`src/rtl/ss_display_scan.sv`:
```
// ss_display_scan: multiplexed seven-segment scanner with frame snapshot,
// programmable slot length, dead time, leading-zero blanking and pin polarity.
`default_nettype none

module ss_display_scan #(
   parameter int N_DIGITS   = 8,
   parameter int SCAN_DIV   = 131072,
   parameter int BLANK_CYC  = 1024,
   parameter int ACTIVE_LOW = 0
) (
   input  logic                    clk,
   input  logic                    rst_n,
   input  logic                    en,
   input  logic                    lz_blank,
   input  logic [4*N_DIGITS-1:0]   data_bcd,
   input  logic [N_DIGITS-1:0]     dp_in,
   output logic [N_DIGITS-1:0]     an,
   output logic [6:0]              seg,
   output logic                    dp_out,
   output logic                    frame_start
);

   localparam int c_CW = $clog2(SCAN_DIV);
   localparam int c_IW = (N_DIGITS > 1) ? $clog2(N_DIGITS) : 1;
   localparam logic [c_CW-1:0] c_CNT_MAX = c_CW'(SCAN_DIV - 1);
   localparam logic [c_CW-1:0] c_BLANK   = c_CW'(BLANK_CYC);
   localparam logic [c_IW-1:0] c_IDX_MAX = c_IW'(N_DIGITS - 1);
   localparam logic            c_OFF     = (ACTIVE_LOW != 0);

   logic [c_CW-1:0]         r_cnt;
   logic [c_IW-1:0]         r_idx;
   logic [4*N_DIGITS-1:0]   r_shadow;
   logic [N_DIGITS-1:0]     r_shadow_dp;

   logic                    w_tick;
   logic                    w_frame;
   logic                    w_lit;
   logic [N_DIGITS-1:0]     w_dig_zero;
   logic [N_DIGITS-1:0]     w_zero_from;
   logic [3:0]              w_digit;
   logic                    w_dp_sel;
   logic                    w_zsel;
   logic                    w_blanked;
   logic                    w_show;
   logic [N_DIGITS-1:0]     w_an_log;
   logic [6:0]              w_seg_log;

   function automatic logic [6:0] f_decode(input logic [3:0] d);
      case (d)
         4'h0:    f_decode = 7'h3F;
         4'h1:    f_decode = 7'h06;
         4'h2:    f_decode = 7'h5B;
         4'h3:    f_decode = 7'h4F;
         4'h4:    f_decode = 7'h66;
         4'h5:    f_decode = 7'h6D;
         4'h6:    f_decode = 7'h7D;
         4'h7:    f_decode = 7'h07;
         4'h8:    f_decode = 7'h7F;
         4'h9:    f_decode = 7'h6F;
         4'hA:    f_decode = 7'h40;
         default: f_decode = 7'h00;
      endcase
   endfunction

   assign w_tick  = (r_cnt == c_CNT_MAX);
   assign w_frame = w_tick && (r_idx == c_IDX_MAX);

   // A zero dead time means the digit is lit for the whole slot.
   generate
      if (BLANK_CYC > 0) begin : g_dead_time
         assign w_lit = (r_cnt >= c_BLANK);
      end else begin : g_no_dead_time
         assign w_lit = 1'b1;
      end
   endgenerate

   always_comb begin
      w_dig_zero  = '0;
      w_zero_from = '0;
      w_digit     = 4'h0;
      w_dp_sel    = 1'b0;
      w_zsel      = 1'b0;
      w_an_log    = '0;
      for (int i = 0; i < N_DIGITS; i++) begin
         w_dig_zero[i] = (r_shadow[4*i +: 4] == 4'h0);
      end
      // Digit i is a leading zero when it and every digit to its left are zero.
      for (int i = 0; i < N_DIGITS; i++) begin
         w_zero_from[i] = 1'b1;
         for (int j = i; j < N_DIGITS; j++) begin
            if (!w_dig_zero[j]) w_zero_from[i] = 1'b0;
         end
      end
      for (int i = 0; i < N_DIGITS; i++) begin
         if (r_idx == c_IW'(i)) begin
            w_digit  = r_shadow[4*i +: 4];
            w_dp_sel = r_shadow_dp[i];
            w_zsel   = w_zero_from[i];
         end
      end
      w_blanked = lz_blank && (r_idx != '0) && w_zsel;
      w_show    = en && w_lit && !w_blanked;
      for (int i = 0; i < N_DIGITS; i++) begin
         w_an_log[i] = w_show && (r_idx == c_IW'(i));
      end
      w_seg_log = w_show ? f_decode(w_digit) : 7'h00;
   end

   always_ff @(posedge clk or negedge rst_n) begin
      if (!rst_n) begin
         r_cnt       <= '0;
         r_idx       <= '0;
         r_shadow    <= '0;
         r_shadow_dp <= '0;
         frame_start <= 1'b0;
         an          <= {N_DIGITS{c_OFF}};
         seg         <= {7{c_OFF}};
         dp_out      <= c_OFF;
      end else begin
         if (w_tick) begin
            r_cnt <= '0;
            r_idx <= (r_idx == c_IDX_MAX) ? '0 : r_idx + c_IW'(1);
         end else begin
            r_cnt <= r_cnt + c_CW'(1);
         end
         if (w_frame) begin
            r_shadow    <= data_bcd;
            r_shadow_dp <= dp_in;
         end
         frame_start <= w_frame;
         an          <= w_an_log ^ {N_DIGITS{c_OFF}};
         seg         <= w_seg_log ^ {7{c_OFF}};
         dp_out      <= (w_show && w_dp_sel) ^ c_OFF;
      end
   end

endmodule

`default_nettype wire

```
`config.mk`:
```
export PLATFORM = sky130hd
export DESIGN_NAME = ss_display_scan
export DESIGN_NICKNAME = d
export VERILOG_FILES = /design/src/rtl/ss_display_scan.sv
export SDC_FILE = /design/constraint.sdc
export NUM_CORES = 1
export LEC_CHECK = 0
export CAP_MARGIN = 25
export CORE_MARGIN = 3
export CORE_UTILIZATION = 40
export CTS_CLUSTER_DIAMETER = 100
export DETAILED_ROUTE_END_ITERATION = 7
export GPL_TIMING_DRIVEN = 0
export PLACE_DENSITY = 0.67
export SYNTH_ARGS = -nofsm -noshare
export SYNTH_HDL_FRONTEND = slang
export SYNTH_SLANG_ARGS = --single-unit
```
`constraint.sdc`:
```
create_clock -name clk -period 7.75 [get_ports clk]
set_input_delay 1.1625 -clock clk [delete_from_list [all_inputs] [get_ports clk]]
set_output_delay 1.1625 -clock clk [all_outputs]
set_load 0.02 [all_outputs]
```
==> summary.md <==
| Metric | Value |
|---|---|
| WL/cell | 14.9 um |
| Multi-input gate area | 1680 um2 |
| CTS H-tree lvls | 3 |
| Core Box Area | 8930 um2 |
| CTS tree | built |
| CP required | 8.03 ns |
| Clock buffer count from CTS | 9 |
| Post-route clock period utilization | 38.5% |
| Hold path start | r_cnt[0] |
| Area delta synth->final | 26.1% |
| Site row count | 34 |
| Final setup fails | 0 |
| First-pass GRT wire length | 13400 um |
| Relative slew slack | 60.7% |
| Max Used Layer | met4 |
| Power, Total | 818 uW |
| Met3 WL | 381 um |
| Residual DRC count | 0 |
| Finished layout cell area | 4760 um2 |
| Most frequent cells after synthesis | dfrtp_1 (77), nand2_1 (39), nor2_1 (36) |
| Met2 Wirelength | 3860 um |
| Initial DRC Count | 131 |
| Clock Sinks | 77 |
| Fraction of registers with async set/reset | 100% |
| WL final | 8140 um |
| Syn. warnings | 0 |
| Ranking of synthesized cells by area | dfrtp_1 (51%), mux2_2 (9.6%), ha_1 (4.6%) |
| Initial Util | 42.2% |
| CTS Root Cell | clkbuf_8 |
| Crit path launch | r_idx[2] |
| Number of nets still failing antenna checks after routing | 0 |
| Library cells used by synthesis | 45 |
| Status | finished, final reports clean |
| Vias in the first global route | 2814 |
| Clock buffer depth | 2 |
| NumNets Final | 491 |
| Mapped Area | 3770 um2 |
| ANT cells | 0 |
| Total track usage | 16.5% |
| Post-DP HPWL | 6200 um |
| Share of layout cells above drive strength 1 | 15.3% |
| Leakage | 2.06 nW |
| Worst min path class | reg -> reg |
| Skew-Pair Late Insertion Delay | 0.35 ns |
| Average via count per standard cell | 5.21 |
| WHS | 0.485 ns |
| CP Capture Type | flop |
| Cell total after placement | 530 |
| Slew @ Worst Pin | 0.589 ns |
| Syn nets | 419 |
| Gates resized, CTS repair | 0 |
| Max Fanout on Critical Path | 10 |
| Seq/Total Area, Yosys | 51.1% |
| Worst flop-to-flop path startpoint | r_idx[2] |
| Largest net degree at the start of global routing | 42 |
| Layout fillers | 824 |
| Global route overflow | 0 |
| Crit path kind | reg -> reg |
| Synth area leader | dfrtp_1 |
| Drt pass-1 iters | 4 |
| RSZ-0062 raised after global routing | false |
| Post-Synthesis Cells | 361 |
| Clock Skew | 0.00769 ns |
| Top achievable clock speed | 0.335 GHz |
| Fin crit period | 2.98 ns |
| Fin Setup TNS | 0 ns |
| Hold Violations, Final | 0 |
| Met1 Wirelength | 3700 um |
| Cell Area, Placed | 4520 um2 |
| Initial antenna violation count | 0 |
| EDFF count, synth | 0 |
| Post-CTS Setup Inserts | 0 |
| Area share of the largest cell type after synthesis | 51.1% |
| Seq cells post-synth | 77 |
| Finished Layout Cells | 545 |
| MaxCap Viol Count | 0 |
| Top-count cell post-synth | dfrtp_1 |
| Gpl congestion | 0.868 |
| Pwr Density | 172 nW/um2 |
| Final Slew Violations | 0 |
| Data arrival, critical path | 3.26 ns |
| Die span in y | 103 um |
| Clock-pin slew on the worst setup and hold paths | 0.08 ns |
| Die W | 103 um |
| Die area | 10600 um2 |
| VDD IR-drop max | 0.133 mV |
| Reg area | 1930 um2 |
| Startpoint Class | flop |
| Routed via count | 2839 |
| Avg Cell Area, Syn | 10.4 um2 |
| # hold bufs at CTS | 0 |
| Predominant post-synthesis flop cell | dfrtp_1 |
| Port-buffer cells | 60 |
| Top-Level Pins | 61 |
## layer usage
layer | global-route usage, % | vias up
li1 | - | 1391
met1 | 21.4 | 1356
met2 | 26.1 | 77
met3 | 4.60 | 15
met4 | 6.57 | 0
met5 | 0 | -
## flip-flops by register name, indices dropped and copies added, names as in the netlist
register and cells:
r_shadow 32, r_cnt 17, an 8, r_shadow_dp 8
seg 7, r_idx 3, dp_out 1, frame_start 1
## layout make-up
cell class / instances / share of cell area [%]
sequential: 77 / 40.5
multi-input combinational: 250 / 35.3
timing repair buffer: 61 / 13.0
clock buffer: 12 / 3.47
tap: 108 / 2.84
buffer: 18 / 2.16
clock inverter: 3 / 1.42
inverter: 16 / 1.26
## through the flow
step	utilization, %	setup WS [ns]
6_report	53.2	4.77
5_1_grt	53.2	4.48
4_1_cts	53.2	4.76
3_5_place_dp	50.6	4.80
3_3_place_gp	50.4	2.90
2_1_floorplan	-	5.13
## power breakdown
| group | internal, mW | total (mW) | switching [mW] |
|---|---|---|---|
| clock | 0.206 | 0.347 | 0.141 |
| sequential | 0.410 | 0.416 | 0.00627 |
| combinational | 0.0332 | 0.0551 | 0.0219 |
| total | 0.649 | 0.818 | 0.169 |
## logic make-up after synthesis
family                   after synthesis  share of synthesized area [%]
buffers and inverters                 34                           4.31
flip-flops                            77                           51.1
multiplexers                          33                           9.82
adder cells (fa/ha/maj)               14                           4.65
XOR/XNOR                              14                           3.25
AO/OA/AOI/OAI                         67                           11.4
AND/OR/NAND/NOR                      122                           15.5
## worst paths after layout
| kind | to | slack, ns | cells after the start |
|---|---|---|---|
| min reg2reg | r_cnt[0] | 0.49 | 1 |
| max | seg[0] | 4.77 | 11 |
| min in group asynchronous | r_shadow[13] | 0.76 | 1 |
| max reg2reg | seg[0] | 4.77 | 11 |
| max in group asynchronous | r_shadow[23] | 6.40 | 2 |
| min | r_cnt[0] | 0.49 | 1 |
## critical path: stages, from the launching register on
cell and delay [ns]:
dfrtp_1 0.43, inv_1 0.16, ha_1 0.24, buf_6 0.14
or2_4 0.24, a221oi_1 0.22, o22ai_1 0.16, a21oi_1 0.38
inv_1 0.15, ha_1 0.25, or3_1 0.39, a21oi_1 0.16
## cells in the final DEF (no fill, tap or decap), types with 2 or more instances in the layout
master | netlist | final
a31oi_1 | 5 | 5
and2_1 | 2 | 2
xor2_1 | 10 | 10
and4_1 | 2 | 2
nand4_1 | 3 | 3
nor3_1 | 2 | 2
o22ai_1 | 4 | 4
nor2b_1 | 4 | 4
nand3b_1 | 5 | 5
and3_1 | 2 | 2
a21oi_2 | 4 | 4
or4_1 | 2 | 2
nand2b_1 | 7 | 7
xnor2_1 | 4 | 4
o21ai_0 | 15 | 15
buf_1 | 3 | 3
clkdlybuf4s50_1 | 0 | 59
nor4_1 | 7 | 7
or3_1 | 3 | 3
nand2_1 | 39 | 39
mux2_2 | 32 | 32
a21oi_1 | 22 | 22
bufinv_16 | 0 | 2
buf_6 | 3 | 3
buf_2 | 3 | 3
nor2_1 | 36 | 36
clkbuf_1 | 6 | 6
buf_4 | 2 | 3
a221oi_1 | 4 | 4
dfrtp_1 | 77 | 77
ha_1 | 14 | 14
o31ai_1 | 3 | 3
clkbuf_8 | 0 | 12
inv_1 | 15 | 15
nand3_1 | 5 | 5
o21ai_1 | 3 | 3
a211o_1 | 2 | 2
Note: power is estimated with default switching activity, not from simulation.
